==> src/rtl/cart_mem_bridge.sv <==
// cart_mem_bridge: memory-side counterpart of the cartridge mapper.
// It turns the mapper's ROM and BSRAM strobe interfaces into word requests
// on one SDRAM-controller port that uses a req/ack handshake.
// The ROM path and the BSRAM read path each keep a one-word cache, so
// repeated reads of the same word never reach the memory port.
// Read data is held stable for the mapper until the next fetch or cache hit.
module cart_mem_bridge #(
    parameter int                MEM_AW     = 22,
    parameter logic [MEM_AW-1:0] BSRAM_BASE = MEM_AW'(22'h380000)
) (
    input  logic              WCLK,
    input  logic              RST,
    input  logic [23:0]       ROM_ADDR,
    input  logic              ROM_CE_N,
    input  logic              ROM_OE_N,
    input  logic              ROM_WORD,
    output logic [15:0]       ROM_Q,
    input  logic [19:0]       BSRAM_ADDR,
    input  logic [7:0]        BSRAM_D,
    input  logic              BSRAM_CE_N,
    input  logic              BSRAM_OE_N,
    input  logic              BSRAM_WE_N,
    output logic [7:0]        BSRAM_Q,
    output logic              MEM_REQ,
    output logic              MEM_WE,
    output logic [MEM_AW-1:0] MEM_ADDR,
    output logic [15:0]       MEM_DIN,
    output logic [1:0]        MEM_BE,
    input  logic              MEM_ACK,
    input  logic [15:0]       MEM_DOUT,
    output logic              BUSY
);

    typedef enum logic [1:0] {S_IDLE, S_REQ_WR, S_REQ_ROM, S_REQ_RD} state_t;

    state_t            r_state;

    // memory port registers
    logic              r_mem_req;
    logic              r_mem_we;
    logic [MEM_AW-1:0] r_mem_addr;
    logic [15:0]       r_mem_din;
    logic [1:0]        r_mem_be;

    // pending requests and their latched parameters (the latest trigger wins)
    logic              r_rom_pend;
    logic [MEM_AW-1:0] r_rom_wa;
    logic              r_rom_lsb;
    logic              r_rom_wd;
    logic              r_wr_pend;
    logic [19:0]       r_wr_addr;
    logic [7:0]        r_wr_data;
    logic              r_rd_pend;
    logic [19:0]       r_rd_addr;

    // snapshot of the request in flight, so new triggers cannot disturb it
    logic              r_rom_lsb_q;
    logic              r_rom_wd_q;
    logic [18:0]       r_rd_word_q;
    logic              r_rd_lsb_q;

    // one-word caches
    logic              r_rom_vld;
    logic [MEM_AW-1:0] r_rom_tag;
    logic [15:0]       r_rom_data;
    logic              r_ram_vld;
    logic [18:0]       r_ram_tag;
    logic [15:0]       r_ram_data;

    // output data and edge detection
    logic [15:0]       r_rom_q;
    logic [7:0]        r_bsram_q;
    logic              r_we_n_d;

    logic [MEM_AW-1:0] w_rom_wa;
    logic              w_rom_trig;
    logic              w_rom_hit;
    logic              w_rom_miss;
    logic [18:0]       w_ram_wa;
    logic              w_wr_trig;
    logic              w_rd_trig;
    logic              w_rd_hit;
    logic              w_rd_miss;
    logic              w_rd_kill;
    logic [MEM_AW-1:0] w_wr_maddr;
    logic [MEM_AW-1:0] w_rd_maddr;
    logic              w_unused;

    // ROM byte lane steering: in byte mode [7:0] carries the addressed byte
    function automatic logic [15:0] rom_fmt(input logic [15:0] word,
                                            input logic        lsb,
                                            input logic        wd);
        if (!wd && lsb)
            return {word[7:0], word[15:8]};
        return word;
    endfunction

    // Address bits above the memory port width are dropped by design.
    assign w_unused   = &{1'b0, ROM_ADDR[23:MEM_AW+1]};

    assign w_rom_wa   = ROM_ADDR[MEM_AW:1];
    assign w_rom_trig = !ROM_CE_N && !ROM_OE_N;
    assign w_rom_hit  = w_rom_trig && r_rom_vld && (r_rom_tag == w_rom_wa);
    assign w_rom_miss = w_rom_trig && !w_rom_hit;

    assign w_ram_wa   = BSRAM_ADDR[19:1];
    assign w_wr_trig  = !BSRAM_CE_N && r_we_n_d && !BSRAM_WE_N;
    assign w_rd_trig  = !BSRAM_CE_N && !BSRAM_OE_N;
    // A write to the word in this same cycle makes the cached copy stale.
    assign w_rd_hit   = w_rd_trig && !w_wr_trig && r_ram_vld && (r_ram_tag == w_ram_wa);
    assign w_rd_miss  = w_rd_trig && !w_rd_hit;

    // A read that returns while a write to the same word is queued carries
    // old data, so it must not be marked valid in the cache.
    assign w_rd_kill  = (r_wr_pend && (r_wr_addr[19:1] == r_rd_word_q)) ||
                        (w_wr_trig && (w_ram_wa == r_rd_word_q));

    // BSRAM sits at a fixed word offset; the sum wraps at the port width.
    assign w_wr_maddr = BSRAM_BASE + MEM_AW'(r_wr_addr[19:1]);
    assign w_rd_maddr = BSRAM_BASE + MEM_AW'(r_rd_addr[19:1]);

    // Previous BSRAM_WE_N, used to turn a write strobe into a single trigger
    always_ff @(posedge WCLK or posedge RST) begin
        if (RST)
            r_we_n_d <= 1'b1;
        else
            r_we_n_d <= BSRAM_WE_N;
    end

    // Trigger capture, request FSM and cache fill
    always_ff @(posedge WCLK or posedge RST) begin
        if (RST) begin
            r_state     <= S_IDLE;
            r_mem_req   <= 1'b0;
            r_mem_we    <= 1'b0;
            r_mem_addr  <= '0;
            r_mem_din   <= '0;
            r_mem_be    <= 2'b00;
            r_rom_pend  <= 1'b0;
            r_rom_wa    <= '0;
            r_rom_lsb   <= 1'b0;
            r_rom_wd    <= 1'b0;
            r_wr_pend   <= 1'b0;
            r_wr_addr   <= '0;
            r_wr_data   <= '0;
            r_rd_pend   <= 1'b0;
            r_rd_addr   <= '0;
            r_rom_lsb_q <= 1'b0;
            r_rom_wd_q  <= 1'b0;
            r_rd_word_q <= '0;
            r_rd_lsb_q  <= 1'b0;
            r_rom_vld   <= 1'b0;
            r_rom_tag   <= '0;
            r_rom_data  <= '0;
            r_ram_vld   <= 1'b0;
            r_ram_tag   <= '0;
            r_ram_data  <= '0;
        end else begin
            if (w_rom_miss) begin
                r_rom_pend <= 1'b1;
                r_rom_wa   <= w_rom_wa;
                r_rom_lsb  <= ROM_ADDR[0];
                r_rom_wd   <= ROM_WORD;
            end
            if (w_wr_trig) begin
                r_wr_pend <= 1'b1;
                r_wr_addr <= BSRAM_ADDR;
                r_wr_data <= BSRAM_D;
                if (r_ram_tag == w_ram_wa)
                    r_ram_vld <= 1'b0;
            end
            if (w_rd_miss) begin
                r_rd_pend <= 1'b1;
                r_rd_addr <= BSRAM_ADDR;
            end

            case (r_state)
                S_IDLE: begin
                    // A trigger in the issuing cycle re-arms its pend flag.
                    if (r_wr_pend) begin
                        r_wr_pend  <= w_wr_trig;
                        r_mem_req  <= 1'b1;
                        r_mem_we   <= 1'b1;
                        r_mem_addr <= w_wr_maddr;
                        r_mem_din  <= {2{r_wr_data}};
                        r_mem_be   <= r_wr_addr[0] ? 2'b10 : 2'b01;
                        r_state    <= S_REQ_WR;
                    end else if (r_rom_pend) begin
                        r_rom_pend  <= w_rom_miss;
                        r_mem_req   <= 1'b1;
                        r_mem_we    <= 1'b0;
                        r_mem_addr  <= r_rom_wa;
                        r_mem_be    <= 2'b11;
                        r_rom_lsb_q <= r_rom_lsb;
                        r_rom_wd_q  <= r_rom_wd;
                        r_state     <= S_REQ_ROM;
                    end else if (r_rd_pend) begin
                        r_rd_pend   <= w_rd_miss;
                        r_mem_req   <= 1'b1;
                        r_mem_we    <= 1'b0;
                        r_mem_addr  <= w_rd_maddr;
                        r_mem_be    <= 2'b11;
                        r_rd_word_q <= r_rd_addr[19:1];
                        r_rd_lsb_q  <= r_rd_addr[0];
                        r_state     <= S_REQ_RD;
                    end
                end
                S_REQ_WR: begin
                    if (MEM_ACK) begin
                        r_mem_req <= 1'b0;
                        r_mem_we  <= 1'b0;
                        r_state   <= S_IDLE;
                    end
                end
                S_REQ_ROM: begin
                    if (MEM_ACK) begin
                        r_mem_req  <= 1'b0;
                        r_rom_data <= MEM_DOUT;
                        r_rom_tag  <= r_mem_addr;
                        r_rom_vld  <= 1'b1;
                        r_state    <= S_IDLE;
                    end
                end
                S_REQ_RD: begin
                    if (MEM_ACK) begin
                        r_mem_req  <= 1'b0;
                        r_ram_data <= MEM_DOUT;
                        r_ram_tag  <= r_rd_word_q;
                        r_ram_vld  <= !w_rd_kill;
                        r_state    <= S_IDLE;
                    end
                end
                default: r_state <= S_IDLE;
            endcase
        end
    end

    // Read data registers: a cache hit serves the mapper's current request
    // first; otherwise returning fetch data is steered with the select
    // captured when that fetch was issued.
    always_ff @(posedge WCLK or posedge RST) begin
        if (RST) begin
            r_rom_q   <= 16'h0000;
            r_bsram_q <= 8'hFF;
        end else begin
            if (w_rom_hit)
                r_rom_q <= rom_fmt(r_rom_data, ROM_ADDR[0], ROM_WORD);
            else if (r_state == S_REQ_ROM && MEM_ACK)
                r_rom_q <= rom_fmt(MEM_DOUT, r_rom_lsb_q, r_rom_wd_q);

            if (w_rd_hit)
                r_bsram_q <= BSRAM_ADDR[0] ? r_ram_data[15:8] : r_ram_data[7:0];
            else if (r_state == S_REQ_RD && MEM_ACK)
                r_bsram_q <= r_rd_lsb_q ? MEM_DOUT[15:8] : MEM_DOUT[7:0];
        end
    end

    assign ROM_Q    = r_rom_q;
    assign BSRAM_Q  = r_bsram_q;
    assign MEM_REQ  = r_mem_req;
    assign MEM_WE   = r_mem_we;
    assign MEM_ADDR = r_mem_addr;
    assign MEM_DIN  = r_mem_din;
    assign MEM_BE   = r_mem_be;
    assign BUSY     = (r_state != S_IDLE) | r_rom_pend | r_wr_pend | r_rd_pend;

endmodule

==> config.mk <==
export PLATFORM = sky130hd
export DESIGN_NAME = cart_mem_bridge
export DESIGN_NICKNAME = d
export VERILOG_FILES = /design/src/rtl/cart_mem_bridge.sv
export SDC_FILE = /design/constraint.sdc
export NUM_CORES = 1
export LEC_CHECK = 0
export CELL_PAD_IN_SITES_DETAIL_PLACEMENT = 2
export CELL_PAD_IN_SITES_GLOBAL_PLACEMENT = 2
export CORE_ASPECT_RATIO = 0.5
export CORE_MARGIN = 10
export CORE_UTILIZATION = 40
export DETAILED_ROUTE_END_ITERATION = 8
export GPL_TIMING_DRIVEN = 0
export PLACE_DENSITY_LB_ADDON = 0.1
export SLEW_MARGIN = 15
export SYNTH_ARGS = -nofsm -noshare
export SYNTH_HDL_FRONTEND = slang
export SYNTH_SLANG_ARGS = --single-unit
==> constraint.sdc <==
create_clock -name WCLK -period 15 [get_ports WCLK]
set_input_delay 3 -clock WCLK [delete_from_list [all_inputs] [get_ports WCLK]]
set_output_delay 3 -clock WCLK [all_outputs]
set_load 0.05 [all_outputs]
=== Word level (Yosys, flattened, before mapping) ===
Index checks and enable logic that the tools add are counted.

* Equal/unequal tests: 10
* Reduce and logical (&&, ||, !) cells: 44
* Mux-type cells: 51
* Bitwise logic cells: 5
* Add/sub/neg operators: 2

{| class="wikitable"
|+ Operators with widths
! cell !! number
|-
| $mux 16 || 6
|-
| $mux 22 || 3
|-
| $eq 19x19->1 || 3
|-
| $add 20x20->21 const A || 2
|-
| $mux 8 || 4
|-
| $mux 1 || 28
|-
| $eq 22x22->1 || 1
|-
| $logic_and 1x1->1 || 17
|-
| $mux 2 || 7
|-
| $logic_not 1->1 || 11
|-
| $reduce_and 2->1 || 5
|-
| $reduce_bool 2->1 || 4
|-
| $reduce_and 3->1 || 2
|-
| $eq 2x2->1 const B || 2
|-
| $ne 4x4->1 const B || 1
|-
| $pmux 1 s2 || 2
|-
| $pmux 2 s2 || 1
|-
| $reduce_and 4->1 || 1
|-
| $or 1x1->1 || 3
|-
| $reduce_bool 3->1 || 1
|-
| $reduce_or 3->1 || 1
|-
| $eq 2x1->1 const B || 1
|-
| $logic_not 2->1 || 1
|-
| $ne 2x1->1 const B || 1
|-
| other kinds (3) || 4
|}

* Register bits: 241

=== Longest topological paths before layout ===
* Word-level depth: 14
* Gate-level depth with buffers: 7

=== Worst setup path before layout ===
No wires, ideal clock.

* Kind: input to register
* Start point: input port ROM_ADDR[22]
* End point: register r_rom_wa[10]
* Arrival time: 4.378 ns
* Setup time: 0.125 ns
* Data required time: 14.875 ns
* Stages: 6
* Setup slack: 10.498 ns
* Path through: xor2_1 nor4_1 nand4b_1 o21ai_2 buf_4 mux2_2

* Longest elaborated chain between the ends: 4

{| class="wikitable"
|+ Ends and longest elaborated chain
! item !! RTL line !! text
|-
| from (decl) || 13 || <nowiki>input logic [23:0] ROM_ADDR,</nowiki>
|-
| $eq 22x22->1 || 103 || <nowiki>assign w_rom_hit = w_rom_trig && r_rom_vld && (r_rom_tag == w_rom_wa);</nowiki>
|-
| $logic_and 1x1->1 || 103 ||
|-
| $logic_not 1->1 || 104 || <nowiki>assign w_rom_miss = w_rom_trig && !w_rom_hit;</nowiki>
|-
| $logic_and 1x1->1 || 104 ||
|-
| to (signal assigned) || 161 || <nowiki>r_rom_wa <= w_rom_wa;</nowiki>
|-
| to (decl) || 47 || <nowiki>logic [MEM_AW-1:0] r_rom_wa;</nowiki>
|}

No other way between the ends.
A chain may end at the register's enable or synchronous reset.

=== Worst setup path after layout ===
* Start point: register r_wr_pend
* End point: output port BUSY

* Longest elaborated chain between the ends: 2

{| class="wikitable"
|+ Ends and longest elaborated chain
! item !! RTL line !! text
|-
| from (decl) || 50 || <nowiki>logic r_wr_pend;</nowiki>
|-
| from (signal assigned) || 181 || <nowiki>r_wr_pend <= w_wr_trig;</nowiki>
|-
| $or 1x1->1 (2 in series) || 265 || <nowiki>assign BUSY = (r_state != S_IDLE) | r_rom_pend | r_wr_pend | r_rd_pend;</nowiki>
|-
| to (decl) || 31 || <nowiki>output logic BUSY</nowiki>
|}

No other way between the ends.

==> impl_metrics.prom <==
# TYPE chip_impl_metric gauge
chip_impl_metric{name="setup_failing_eps_final",unit=""} 0
chip_impl_metric{name="net-switching-power",unit="mW"} 1.24
chip_impl_info{name="crit_path_start",value="r_wr_pend"} 1
chip_impl_metric{name="netlist_instances",unit=""} 867
chip_impl_info{name="setup.worst_path.start_class",value="register"} 1
chip_impl_metric{name="number_of_antenna_violations_at_the_first_check_in_global_routing",unit=""} 0
chip_impl_metric{name="vias_per_cell",unit=""} 5.38
chip_impl_metric{name="clock-skew-final",unit="ns"} 0.0195
chip_impl_metric{name="final-instance-count-excl-fill",unit=""} 1402
chip_impl_metric{name="place_congestion",unit=""} 0.777
chip_impl_metric{name="synth_compound_area_share",unit="%"} 4.76
chip_impl_metric{name="layout.area.seq",unit="sq um"} 5840
chip_impl_info{name="yosys-top-cells-area",value="dfrtp_1, mux2_2, mux2i_1"} 1
chip_impl_metric{name="wl_per_cell",unit="microns"} 25.1
chip_impl_metric{name="report.final.hold_viol_count",unit=""} 0
chip_impl_metric{name="p_sw_share",unit="%"} 41.9
chip_impl_metric{name="power_frac_seq",unit="%"} 36.5
chip_impl_metric{name="cts_max_level",unit=""} 1
chip_impl_metric{name="postSynthNetCount",unit=""} 944
chip_impl_metric{name="multi_input_comb_area",unit="sq um"} 4650
chip_impl_metric{name="layout_fillers",unit=""} 2552
chip_impl_metric{name="die_y",unit="microns"} 136
chip_impl_info{name="cts.root.buffer_cell",value="clkbuf_16"} 1
chip_impl_info{name="ys_dominant_reg_cell",value="dfrtp_1"} 1
chip_impl_metric{name="wl",unit="mm"} 35.2
chip_impl_metric{name="synth_fa_ha_area_share",unit="%"} 0
chip_impl_metric{name="worst_slew_pin_slew",unit="ns"} 0.956
chip_impl_metric{name="core",unit="sq um"} 26400
chip_impl_metric{name="portion_of_the_clock_cycle_consumed_by_the_worst_path_in_the_final_layout",unit="%"} 37.3
chip_impl_metric{name="nNetsFinal",unit=""} 1112
chip_impl_metric{name="initial_utilization",unit="%"} 40.7
chip_impl_info{name="largest_family_of_logic_cells_by_synthesized_area",value="multiplexers"} 1
chip_impl_metric{name="synth_simple_gate_area_share",unit="%"} 6.70
chip_impl_metric{name="grt_start_max_net_pins",unit=""} 109
chip_impl_metric{name="synth-edff-count",unit=""} 0
chip_impl_metric{name="clk_pin_slew_worst_paths",unit="ns"} 0.06
chip_impl_info{name="cts_tree",value="done"} 1
chip_impl_metric{name="cp_max_fo",unit=""} 10
chip_impl_metric{name="power.share.combinational",unit="%"} 43.7
chip_impl_metric{name="number_of_global_route_vias_before_repair",unit=""} 8709
chip_impl_metric{name="antennaDiodeCount",unit=""} 0
chip_impl_metric{name="vias",unit=""} 7539
chip_impl_metric{name="yosysWarnings",unit=""} 0
chip_impl_info{name="yosysMostFrequentCell",value="dfrtp_1"} 1
chip_impl_metric{name="die_area",unit="sq um"} 34300
chip_impl_info{name="critical_path.slowest_cell",value="clkdlybuf4s50_1"} 1
chip_impl_info{name="reg_to_reg_critical_path_startpoint",value="r_ram_tag[6]"} 1
chip_impl_metric{name="die_w",unit="microns"} 252
chip_impl_info{name="critical_path.cell_chain",value="clkbuf_1 > nor2_1 > nand2_1 > or2_2 > clkdlybuf4s50_1"} 1
chip_impl_metric{name="postcts_resize_cnt",unit=""} 0
chip_impl_metric{name="totalNegativeSetupSlack",unit="ns"} 0
chip_impl_info{name="timing.hold.worst.start",value="r_rd_addr[0]"} 1
chip_impl_metric{name="synth-seq-area-share",unit="%"} 54.3
chip_impl_metric{name="io_buffer_count",unit=""} 141
chip_impl_info{name="synth.top_cells.by_count",value="dfrtp_1, mux2_2, xor2_1"} 1
chip_impl_info{name="synthDominantAreaCellType",value="dfrtp_1"} 1
chip_impl_metric{name="slew-limit-headroom",unit="%"} 36.3
chip_impl_info{name="cpLargestDelayFamily",value="buffers and inverters"} 1
chip_impl_metric{name="leakage",unit="nW"} 5.87
chip_impl_metric{name="final_cell_area",unit="sq um"} 13400
chip_impl_metric{name="slew_violations",unit=""} 0
chip_impl_metric{name="global_route_wire_length_before_repair",unit="mm"} 54.0
chip_impl_metric{name="p_int",unit="mW"} 1.72
chip_impl_metric{name="cp.arrival",unit="ns"} 2.59
chip_impl_metric{name="ff_latch_count_synth",unit=""} 233
chip_impl_metric{name="overflow",unit=""} 0
chip_impl_info{name="outcome",value="finished, final reports clean"} 1
chip_impl_metric{name="synth_xor_xnor_area_share",unit="%"} 6.43
chip_impl_metric{name="floorplan.rows",unit=""} 42
chip_impl_metric{name="place_hpwl",unit="mm"} 25.4
chip_impl_metric{name="drtPass1Iterations",unit=""} 4
chip_impl_metric{name="fraction_of_synthesized_area_in_multiplexers",unit="%"} 25.3
chip_impl_metric{name="synth_cell_type_count",unit=""} 38
chip_impl_metric{name="cp_data_required_time",unit="ns"} 12.00
chip_impl_metric{name="grt_usage",unit="%"} 20.4
chip_impl_metric{name="power.ir.vdd_worst",unit="V"} 0.0000726
chip_impl_info{name="rsz0062_at_grt",value="no"} 1
chip_impl_info{name="worstSetupPathType",value="reg -> out"} 1
chip_impl_metric{name="route.antenna.remaining_nets",unit=""} 0
chip_impl_metric{name="yosys.area.top_type_share",unit="%"} 52.1
chip_impl_metric{name="postSynth.asyncResetShare",unit="%"} 100
chip_impl_metric{name="syn_avg_cell_area",unit="sq um"} 12.4
chip_impl_metric{name="boundaryPins",unit=""} 144
chip_impl_metric{name="timing.final.crit_period",unit="ns"} 5.59
chip_impl_metric{name="maxClockFrequency",unit="GHz"} 0.179
chip_impl_info{name="hold_class",value="reg -> reg"} 1
chip_impl_metric{name="clk_latency",unit="ns"} 0.53
chip_impl_metric{name="drt_drc_violations_left",unit=""} 0
chip_impl_metric{name="post-route-util",unit="%"} 50.7
chip_impl_metric{name="detailedRoute.firstIterationViolations",unit=""} 417
chip_impl_metric{name="dpl_cell_area",unit="sq um"} 12700
chip_impl_metric{name="flow.area_growth_from_synthesis",unit="%"} 24.6
chip_impl_info{name="end_kind",value="output port"} 1
chip_impl_metric{name="numCtsBuffers",unit=""} 23
chip_impl_metric{name="power-per-cell-area",unit="nW/um^2"} 221
chip_impl_metric{name="clockBufferDepth",unit=""} 3
chip_impl_metric{name="clockPowerShare",unit="%"} 19.8
chip_impl_metric{name="numPlacedInstances",unit=""} 1362
chip_impl_metric{name="post_route_cells_drive_above_1_share",unit="%"} 23.1
chip_impl_metric{name="cts_hold_buf",unit=""} 0
chip_impl_metric{name="drv_cap",unit=""} 0
chip_impl_metric{name="cts.sinks",unit=""} 233
chip_impl_metric{name="cell_area_synth",unit="sq um"} 10800
chip_impl_metric{name="crit_buf_inv",unit=""} 2
chip_impl_metric{name="critical-path-max-stage-delay",unit="ns"} 0.72
chip_impl_metric{name="postCtsSetupRepairBufs",unit=""} 0
sequential cells by signal, indices dropped and copies added, names as in the netlist, 16 cells and up:
register and count:
r_ram_data 16, r_rd_addr 20, r_rom_wa 22, r_ram_tag 19, ROM_Q 16, r_rd_word_q 19, r_rom_data 16, r_rom_tag 22
r_wr_addr 20, MEM_ADDR 22
path summary, 6_finish.rpt:
path,to,slack (ns),cells past startpoint
max in group asynchronous,MEM_ADDR[7],10.85,4
worst max-delay path,BUSY,9.41,5
worst min register to register,r_rd_lsb_q,0.50,1
min in group asynchronous,MEM_DIN[9],2.93,2
worst min-delay path,r_rd_lsb_q,0.50,1
worst max register to register,BSRAM_Q[1],12.37,5
routing by layer:
| layer | track usage (%) | vias up | wire, microns |
|---|---|---|---|
| met2 | 37.5 | 95 | 18200 |
| li1 | - | 3362 | - |
| met5 | 0 | - | 0 |
| met4 | 3.01 | 0 | 403 |
| met3 | 2.90 | 30 | 871 |
| met1 | 25.8 | 4052 | 15800 |
cell families (layout without fill, tap and decap cells):
group                     Yosys count  after routing
and+or+nand+nor                   154            154
AOI/OAI and AO/OA                  96             96
buffers and inverters              55            238
DFF                               233            233
muxes                             250            250
xor gates and xnor gates           79             79
power groups by stage:
stage	combinational [mW]	clock, mW	sequential (mW)
4_1_cts	1.31	0.598	1.09
3_3_place_gp	1.23	0	1.07
2_1_floorplan	0.622	0	1.28
3_5_place_dp	1.29	0	1.09
6_report	1.29	0.585	1.08
5_1_grt	1.39	0.622	1.11
through the flow:
| step | hold WS (ns) | power [mW] | setup slack (ns) |
|---|---|---|---|
| 6_report | 0.504 | 2.96 | 9.41 |
| 2_1_floorplan | 0.425 | 1.90 | 5.63 |
| 4_1_cts | 0.508 | 2.99 | 9.40 |
| 3_5_place_dp | 0.494 | 2.38 | 9.29 |
| 3_3_place_gp | 0.482 | 2.30 | 2.49 |
| 5_1_grt | 0.521 | 3.13 | 9.29 |
layout make-up:
class / instances / area share (%)
Buffer: 53 / 1.97
Clock buffer: 33 / 5.02
Sequential cell: 233 / 43.6
Multi-Input combinational cell: 579 / 34.7
Clock inverter: 7 / 0.448
Inverter: 2 / 0.112
Tap cell: 352 / 3.29
Timing Repair Buffer: 143 / 10.9
layout by cell type, fill, tap and decap left out, drive strengths merged, types with 2 or more instances in the layout:
| cell | Yosys | routed |
|---|---|---|
| nor3 | 4 | 4 |
| clkbuf | 31 | 64 |
| nor2b | 2 | 2 |
| mux2i | 75 | 75 |
| mux2 | 175 | 175 |
| a21o | 2 | 2 |
| nand4 | 4 | 4 |
| nand3 | 6 | 6 |
| xor2 | 76 | 76 |
| nor2 | 40 | 40 |
| o21ai | 28 | 28 |
| o21a | 2 | 2 |
| clkdlybuf4s50 | 0 | 141 |
| nand2 | 63 | 63 |
| a21oi | 59 | 59 |
| nand4b | 3 | 3 |
| and2 | 2 | 2 |
| xnor2 | 3 | 3 |
| nor4 | 20 | 20 |
| or2 | 2 | 2 |
| clkinv | 0 | 6 |
| buf | 22 | 24 |
| nand2b | 6 | 6 |
| inv | 2 | 2 |
| dfrtp | 224 | 224 |
| dfstp | 9 | 9 |
(Power assumes the default switching activity.)
